**src/rtl/regfile_mp_pkg.sv**
```systemverilog
// pcpu: shared register-file types and sizes for the pcpu pipeline
package pcpu;
    localparam int REG_XLEN = 32;
    localparam int REG_NUM  = 32;

    typedef logic [4:0] reg_addr_t;

    typedef struct packed {
        logic [31:0] x0,  x1,  x2,  x3,  x4,  x5,  x6,  x7;
        logic [31:0] x8,  x9,  x10, x11, x12, x13, x14, x15;
        logic [31:0] x16, x17, x18, x19, x20, x21, x22, x23;
        logic [31:0] x24, x25, x26, x27, x28, x29, x30, x31;
    } RV32_Regs_t;
endpackage

```
**src/rtl/regfile_mp_if.sv**
```systemverilog
// regfile_mp_if: read, write and scoreboard bus of the multi-port register file
interface regfile_mp_if #(
    parameter int XLEN  = pcpu::REG_XLEN,
    parameter int NREGS = pcpu::REG_NUM,
    parameter int NRD   = 2,
    parameter int NWR   = 1
);
    localparam int AW = $clog2(NREGS);
    logic [NRD-1:0][AW-1:0]   rd_addr;
    logic [NRD-1:0][XLEN-1:0] rd_data;
    logic [NRD-1:0]           rd_busy;
    logic [NWR-1:0]           wr_en;
    logic [NWR-1:0][AW-1:0]   wr_addr;
    logic [NWR-1:0][XLEN-1:0] wr_data;
    logic                     sb_set;
    logic [AW-1:0]            sb_addr;
    logic [NREGS-1:0]         sb_busy;

    modport master (
        output rd_addr, wr_en, wr_addr, wr_data, sb_set, sb_addr,
        input  rd_data, rd_busy, sb_busy
    );
    modport slave (
        input  rd_addr, wr_en, wr_addr, wr_data, sb_set, sb_addr,
        output rd_data, rd_busy, sb_busy
    );
endinterface

```
**src/rtl/regfile_mp_scoreboard.sv**
```systemverilog
// regfile_scoreboard: per-register pending-write bits; a same-cycle set beats a clear
module regfile_scoreboard import pcpu::*; #(
    parameter int NREGS = REG_NUM,
    parameter int NWR   = 1,
    parameter int AW    = $clog2(NREGS)
) (
    input  logic                   clk,
    input  logic                   rst_n,
    input  logic                   sb_set,
    input  logic [AW-1:0]          sb_addr,
    input  logic [NWR-1:0]         wr_en,
    input  logic [NWR-1:0][AW-1:0] wr_addr,
    output logic [NREGS-1:0]       sb_busy
);
    logic [NREGS-1:0] r_busy;

    always_ff @(posedge clk) begin
        if (!rst_n) begin
            r_busy <= '0;
        end else begin
            for (int i = 0; i < NWR; i++)
                if (wr_en[i]) r_busy[wr_addr[i]] <= 1'b0;
            if (sb_set && sb_addr != '0) r_busy[sb_addr] <= 1'b1;
            r_busy[0] <= 1'b0;
        end
    end

    assign sb_busy = r_busy;
endmodule

```
**src/rtl/regfile_mp.sv**
```systemverilog
// regfile_mp: multi-port register file, negedge reads with write bypass, x0 hard zero
// Define REGFILE_VGA_EN to add the regs_for_vga snapshot port (XLEN==32, NREGS==32 only).
module regfile_mp import pcpu::*; #(
    parameter int XLEN  = REG_XLEN,
    parameter int NREGS = REG_NUM,
    parameter int NRD   = 2,
    parameter int NWR   = 1
) (
    input  logic         clk,
    input  logic         rst_n,
`ifdef REGFILE_VGA_EN
    output RV32_Regs_t   regs_for_vga,
`endif
    regfile_mp_if.slave  bus
);
    localparam int AW = $clog2(NREGS);

    logic [XLEN-1:0]          r_regs [NREGS];
    logic [NRD-1:0][XLEN-1:0] r_rd_data, w_rd_data;
    logic [NRD-1:0]           r_rd_busy, w_rd_busy;
    logic [NREGS-1:0]         w_sb_busy;

    always_ff @(posedge clk) begin
        if (!rst_n) begin
            for (int k = 0; k < NREGS; k++) r_regs[k] <= '0;
        end else begin
            for (int i = 0; i < NWR; i++)
                if (bus.wr_en[i] && bus.wr_addr[i] != '0) r_regs[bus.wr_addr[i]] <= bus.wr_data[i];
        end
    end

    // Later write ports are younger, so the last match in the loop wins the bypass.
    always_comb begin
        w_rd_data = '0;
        w_rd_busy = '0;
        for (int j = 0; j < NRD; j++) begin
            w_rd_data[j] = r_regs[bus.rd_addr[j]];
            w_rd_busy[j] = w_sb_busy[bus.rd_addr[j]];
            for (int i = 0; i < NWR; i++)
                if (bus.wr_en[i] && bus.wr_addr[i] == bus.rd_addr[j]) begin
                    w_rd_data[j] = bus.wr_data[i];
                    w_rd_busy[j] = 1'b0;
                end
            if (bus.rd_addr[j] == '0) begin
                w_rd_data[j] = '0;
                w_rd_busy[j] = 1'b0;
            end
        end
    end

    always_ff @(negedge clk) begin
        if (!rst_n) begin
            r_rd_data <= '0;
            r_rd_busy <= '0;
        end else begin
            r_rd_data <= w_rd_data;
            r_rd_busy <= w_rd_busy;
        end
    end

    regfile_scoreboard #(.NREGS(NREGS), .NWR(NWR), .AW(AW)) u_sb (
        .clk     (clk),
        .rst_n   (rst_n),
        .sb_set  (bus.sb_set),
        .sb_addr (bus.sb_addr),
        .wr_en   (bus.wr_en),
        .wr_addr (bus.wr_addr),
        .sb_busy (w_sb_busy)
    );

    assign bus.rd_data = r_rd_data;
    assign bus.rd_busy = r_rd_busy;
    assign bus.sb_busy = w_sb_busy;

`ifdef REGFILE_VGA_EN
    if (XLEN != 32 || NREGS != 32) begin : g_vga_bad
        $fatal(1, "regs_for_vga needs XLEN==32 and NREGS==32");
    end
    // x0 is the most significant field of the packed snapshot.
    logic [31:0][31:0] w_vga;
    always_comb begin
        w_vga = '0;
        for (int k = 1; k < 32; k++) w_vga[31-k] = r_regs[k];
    end
    assign regs_for_vga = RV32_Regs_t'(w_vga);
`endif
endmodule

```
**src/flat_wrapper.sv**
```systemverilog
// flat-port wrapper written by rule: the top's interface ports become plain ports
module regfile_mp_flat import pcpu::*;
#(
    parameter int XLEN  = REG_XLEN,
    parameter int NREGS = REG_NUM,
    parameter int NRD   = 2,
    parameter int NWR   = 1
)
  (clk, rst_n, bus_rd_addr, bus_wr_en, bus_wr_addr, bus_wr_data, bus_sb_set, bus_sb_addr, bus_rd_data, bus_rd_busy, bus_sb_busy);
  regfile_mp_if #(.XLEN(XLEN), .NREGS(NREGS), .NRD(NRD), .NWR(NWR)) bus_i ();
  input  logic clk;
  input  logic rst_n;
  input wire logic [$bits(bus_i.rd_addr)-1:0] bus_rd_addr;
  input wire logic [$bits(bus_i.wr_en)-1:0] bus_wr_en;
  input wire logic [$bits(bus_i.wr_addr)-1:0] bus_wr_addr;
  input wire logic [$bits(bus_i.wr_data)-1:0] bus_wr_data;
  input wire logic [$bits(bus_i.sb_set)-1:0] bus_sb_set;
  input wire logic [$bits(bus_i.sb_addr)-1:0] bus_sb_addr;
  output wire logic [$bits(bus_i.rd_data)-1:0] bus_rd_data;
  output wire logic [$bits(bus_i.rd_busy)-1:0] bus_rd_busy;
  output wire logic [$bits(bus_i.sb_busy)-1:0] bus_sb_busy;
  assign bus_i.rd_addr = bus_rd_addr;
  assign bus_i.wr_en = bus_wr_en;
  assign bus_i.wr_addr = bus_wr_addr;
  assign bus_i.wr_data = bus_wr_data;
  assign bus_i.sb_set = bus_sb_set;
  assign bus_i.sb_addr = bus_sb_addr;
  assign bus_rd_data = bus_i.rd_data;
  assign bus_rd_busy = bus_i.rd_busy;
  assign bus_sb_busy = bus_i.sb_busy;
  regfile_mp #(.XLEN(XLEN), .NREGS(NREGS), .NRD(NRD), .NWR(NWR)) u_core (.clk(clk), .rst_n(rst_n), .bus(bus_i));
endmodule
```
**config.mk**
```make
export PLATFORM = sky130hd
export DESIGN_NAME = regfile_mp_flat
export DESIGN_NICKNAME = d
export VERILOG_FILES = /design/src/rtl/regfile_mp_pkg.sv /design/src/rtl/regfile_mp_if.sv /design/src/rtl/regfile_mp_scoreboard.sv /design/src/rtl/regfile_mp.sv /design/src/flat_wrapper.sv
export SDC_FILE = /design/constraint.sdc
export NUM_CORES = 2
export LEC_CHECK = 0
export CAP_MARGIN = 20
export CORE_ASPECT_RATIO = 1.4
export CORE_MARGIN = 1
export CORE_UTILIZATION = 35
export DETAILED_ROUTE_END_ITERATION = 7
export HOLD_SLACK_MARGIN = 0.06
export PLACE_DENSITY = 0.56
export SLEW_MARGIN = 20
export SYNTH_ARGS = -nofsm -noshare
export SYNTH_HDL_FRONTEND = slang
export SYNTH_HIERARCHICAL = 1
export SYNTH_SLANG_ARGS = --single-unit
```
**constraint.sdc**
```tcl
create_clock -name clk -period 10.5 [get_ports clk]
set_input_delay 2.1 -clock clk [delete_from_list [all_inputs] [get_ports clk]]
set_output_delay 2.1 -clock clk [all_outputs]
set_load 0.02 [all_outputs]
```
==> results.yml <==
status:
  status: "finished, final reports clean"
global_route:
  grt_max_degree: 83
  grt_pass1_wl_microns: 306000
  globalRoute.busiestLayer: "met2"
  grt_overflow_total: 0
  gr-usage-met1_pct: 29.7
  grt_util_met3_pct: 3.48
  grt_use_met2_pct: 46.4
  grt_pass1_vias: 39302
  antenna_found_initial: 16
  grt_usage_pct: 25.9
synthesis:
  synth_cell_types: 56
  synthCells: 4070
  synth_area_sq_mm: 0.0583
  yosysTopAreaCell: "edfxtp_1"
  yosysSeqAreaShare_pct: 56.0
  synth_seq_cells: 1121
  synth_async_sr_flop_share_pct: 0
  synth_flop_cell: "edfxtp_1"
  ys.warnings.count: 6
  ys_top_cells_by_area: "edfxtp_1, mux4_2, and2_1"
  synth_area_per_cell_sq_um: 14.3
  synth-edff-count: 1024
  yosysTopAreaCellShare_pct: 52.7
clocking:
  numClockSinks: 1121
  cts_resized: 0
  clk_pin_slew_ns: 0.07
  cts_setup_buffers: 0
  clockBufferDepth: 3
  cts_root_buf: "clkbuf_16"
  cts_tree: "built"
  hold_buffers: 0
  numCtsBuffers: 109
  htree_levels: 3
  worstSkewPairLatency_ns: 0.75
power:
  seqPwrFrac_pct: 48.0
  p_leak_nw: 23.4
  p_comb_share_pct: 11.9
  intPower_w: 0.00817
  total_power_w: 0.0110
  ir_worst_vdd_mv: 0.129
  power.share.clock_pct: 40.1
  power_switching_share_pct: 25.7
  p_per_area_mw_per_mm2: 163
  p_sw_w: 0.00283
sta:
  finalMaxSlewViolations: 0
  relSlewSlack_pct: 17.9
  hold_viol: 0
  setup_viol: 0
  worstMarginPinSlew_ns: 1.23
  final.setup.tns_ns: 0
  grt_setup_unrepaired: "no"
  skew_ns: 0.0448
  hold_slack_ns: 0.560
critical_path:
  crit_chain: "clkdlybuf4s50_1"
  crit_required_ns: 8.40
  cp_max_fo: 1
  cp_slowest_cell: "clkdlybuf4s50_1"
  crit_type: "reg2out"
  start_kind: "register"
  cp_data_arrival_time_ns: 7.21
  worstReg2RegStart: "u_core/r_regs[31][18]"
  crit_path_end_kind: "output port"
  setup.worst_path.start: "u_core/bus.rd_data[4]"
  crit_path_max_incr_delay_ns: 0.69
  crit_buf_inv: 1
  crit_family: "buffers and inverters"
routing:
  vias: 38541
  drc_errors: 0
  wl_per_cell_microns: 34.4
  drt_iter0_markers: 4270
  drt_pre_antenna_iters: 5
  drtAntennaViolNets: 0
  drt-total-wl_microns: 221000
  via_per_inst: 6.01
placed_design:
  post_dp_cell_area_sq_mm: 0.0632
  portBuffers: 152
  placed_cells: 6139
  gp_congestion: 0.868
  dp_hpwl_microns: 133000
cells_and_area:
  final_area_sq_mm: 0.0674
  seqCellArea_sq_mm: 0.0327
  nets: 4235
  fill_cells: 14978
  area_delta_synth_final_pct: 15.4
  final_layout_size_suffix_gt1_share_pct: 21.9
  instances_no_fill: 6416
  multi_input_area_sq_mm: 0.0245
floorplan:
  die_h_microns: 485
  io_pins: 154
  rows: 176
  die_area_sq_mm: 0.168
  die_w_microns: 347
  initial_core_util_pct: 35.4
  core_sq_mm: 0.165
hold_path:
  worst_hold_startpoint: "u_core/u_sb/sb_busy[25]"
  hold_class: "reg2reg"
job:
  maxCapViolations: 0
[cell usage after synthesis, types with 37 or more instances]
| library cell | count |
|---|---|
| nand2_1 | 54 |
| mux2i_1 | 298 |
| mux2_2 | 58 |
| a22oi_1 | 94 |
| nand4_1 | 66 |
| a21oi_1 | 37 |
| and2_1 | 1010 |
| clkbuf_1 | 295 |
| a32o_1 | 47 |
| dfxtp_1 | 97 |
| nor2_1 | 38 |
| mux4_2 | 371 |
| o21ai_0 | 69 |
| edfxtp_1 | 1024 |
| o22ai_1 | 74 |
| buf_2 | 72 |
[power by group through the flow]
stage / Sequential [W] / Clock (W) / Combinational, W
after global routing: 0.00530 / 0.00463 / 0.00136
after detailed placement: 0.00537 / 0.0000387 / 0.00130
final: 0.00528 / 0.00441 / 0.00131
after floorplan: 0.00534 / 0.0000387 / 0.000746
after global placement: 0.00536 / 0.0000387 / 0.00130
after CTS: 0.00527 / 0.00445 / 0.00131
[state kept, by name (all words and copies together), names as in the netlist]
register / cells
u_core/r_regs: 1024
u_core/bus.rd_data: 64
u_core/u_sb/sb_busy: 31
u_core/bus.rd_busy: 2
[routing by layer]
layer | share of wire (%) | vias up
met3 | 6.5 | 631
met5 | 0.019 | -
li1 | - | 15928
met4 | 5.8 | 8
met2 | 52 | 1962
met1 | 36 | 20012
[metrics by stage]
step	setup WS, ns	utilization, %
floorplan	1.30	-
global placement	0.675	38.3
detailed placement	0.603	38.3
CTS	1.13	40.8
global route	1.09	40.8
finish	1.19	40.8
[layout make-up]
cell class,count,share of cell area [%]
Timing Repair Buffer,344,4.90
Multi-Input combinational cell,2532,36.3
Antenna cell,5,0.0186
Inverter,5,0.0279
Clock inverter,132,1.41
Sequential cell,1121,48.5
Tap cell,2136,3.97
Clock buffer,141,4.82
[final timing paths]
check,end,cells after the start,slack [ns]
min,u_core/u_sb/sb_busy[25],2,0.56
max,bus_rd_data[4],1,1.19
min reg2reg,u_core/u_sb/sb_busy[25],2,0.56
max reg2reg,u_core/bus.rd_data[50],5,3.22
[tightest hold or removal path: stages (launching register included)]
cell and delay, ns:
dfxtp_1 0.34, o211ai_1 0.09, o21ai_0 0.08
[layout by cell type (no fill, tap or decap), drive strengths merged, types with 5 or more instances in the layout]
master / Yosys / layout
edfxtp: 1024 / 1024
o22a: 31 / 31
nor2: 38 / 38
mux2i: 298 / 298
inv: 5 / 78
clkinv: 1 / 33
a221oi: 6 / 6
buf: 138 / 202
a2111o: 32 / 32
nor3b: 7 / 7
clkbuf: 304 / 142
a2bb2oi: 6 / 6
dfxtp: 97 / 97
nor2b: 6 / 6
diode: 0 / 5
nand3b: 16 / 16
mux4: 371 / 371
conb: 2 / 33
xnor2: 7 / 7
mux2: 58 / 58
a21oi: 37 / 37
a22oi: 94 / 94
a32o: 47 / 47
clkinvlp: 0 / 14
o221a: 27 / 27
o21ai: 73 / 73
nand3: 8 / 8
clkdlybuf4s50: 0 / 141
o41ai: 32 / 32
nor3: 8 / 8
nand2: 54 / 54
bufinv: 0 / 12
nand4: 66 / 66
or3b: 5 / 5
o211ai: 16 / 16
a211oi: 15 / 15
o22ai: 74 / 74
and2: 1010 / 1010
a22o: 32 / 32
[cell families after synthesis]
group	share of synthesized area, %
DFF	56.0
AOI/OAI and AO/OA	6.98
muxes	20.6
other	0.0129
xor gates and xnor gates	0.150
buffers and inverters	3.36
and+or+nand+nor	12.9
No activity file was read; power rests on OpenSTA's default activity.
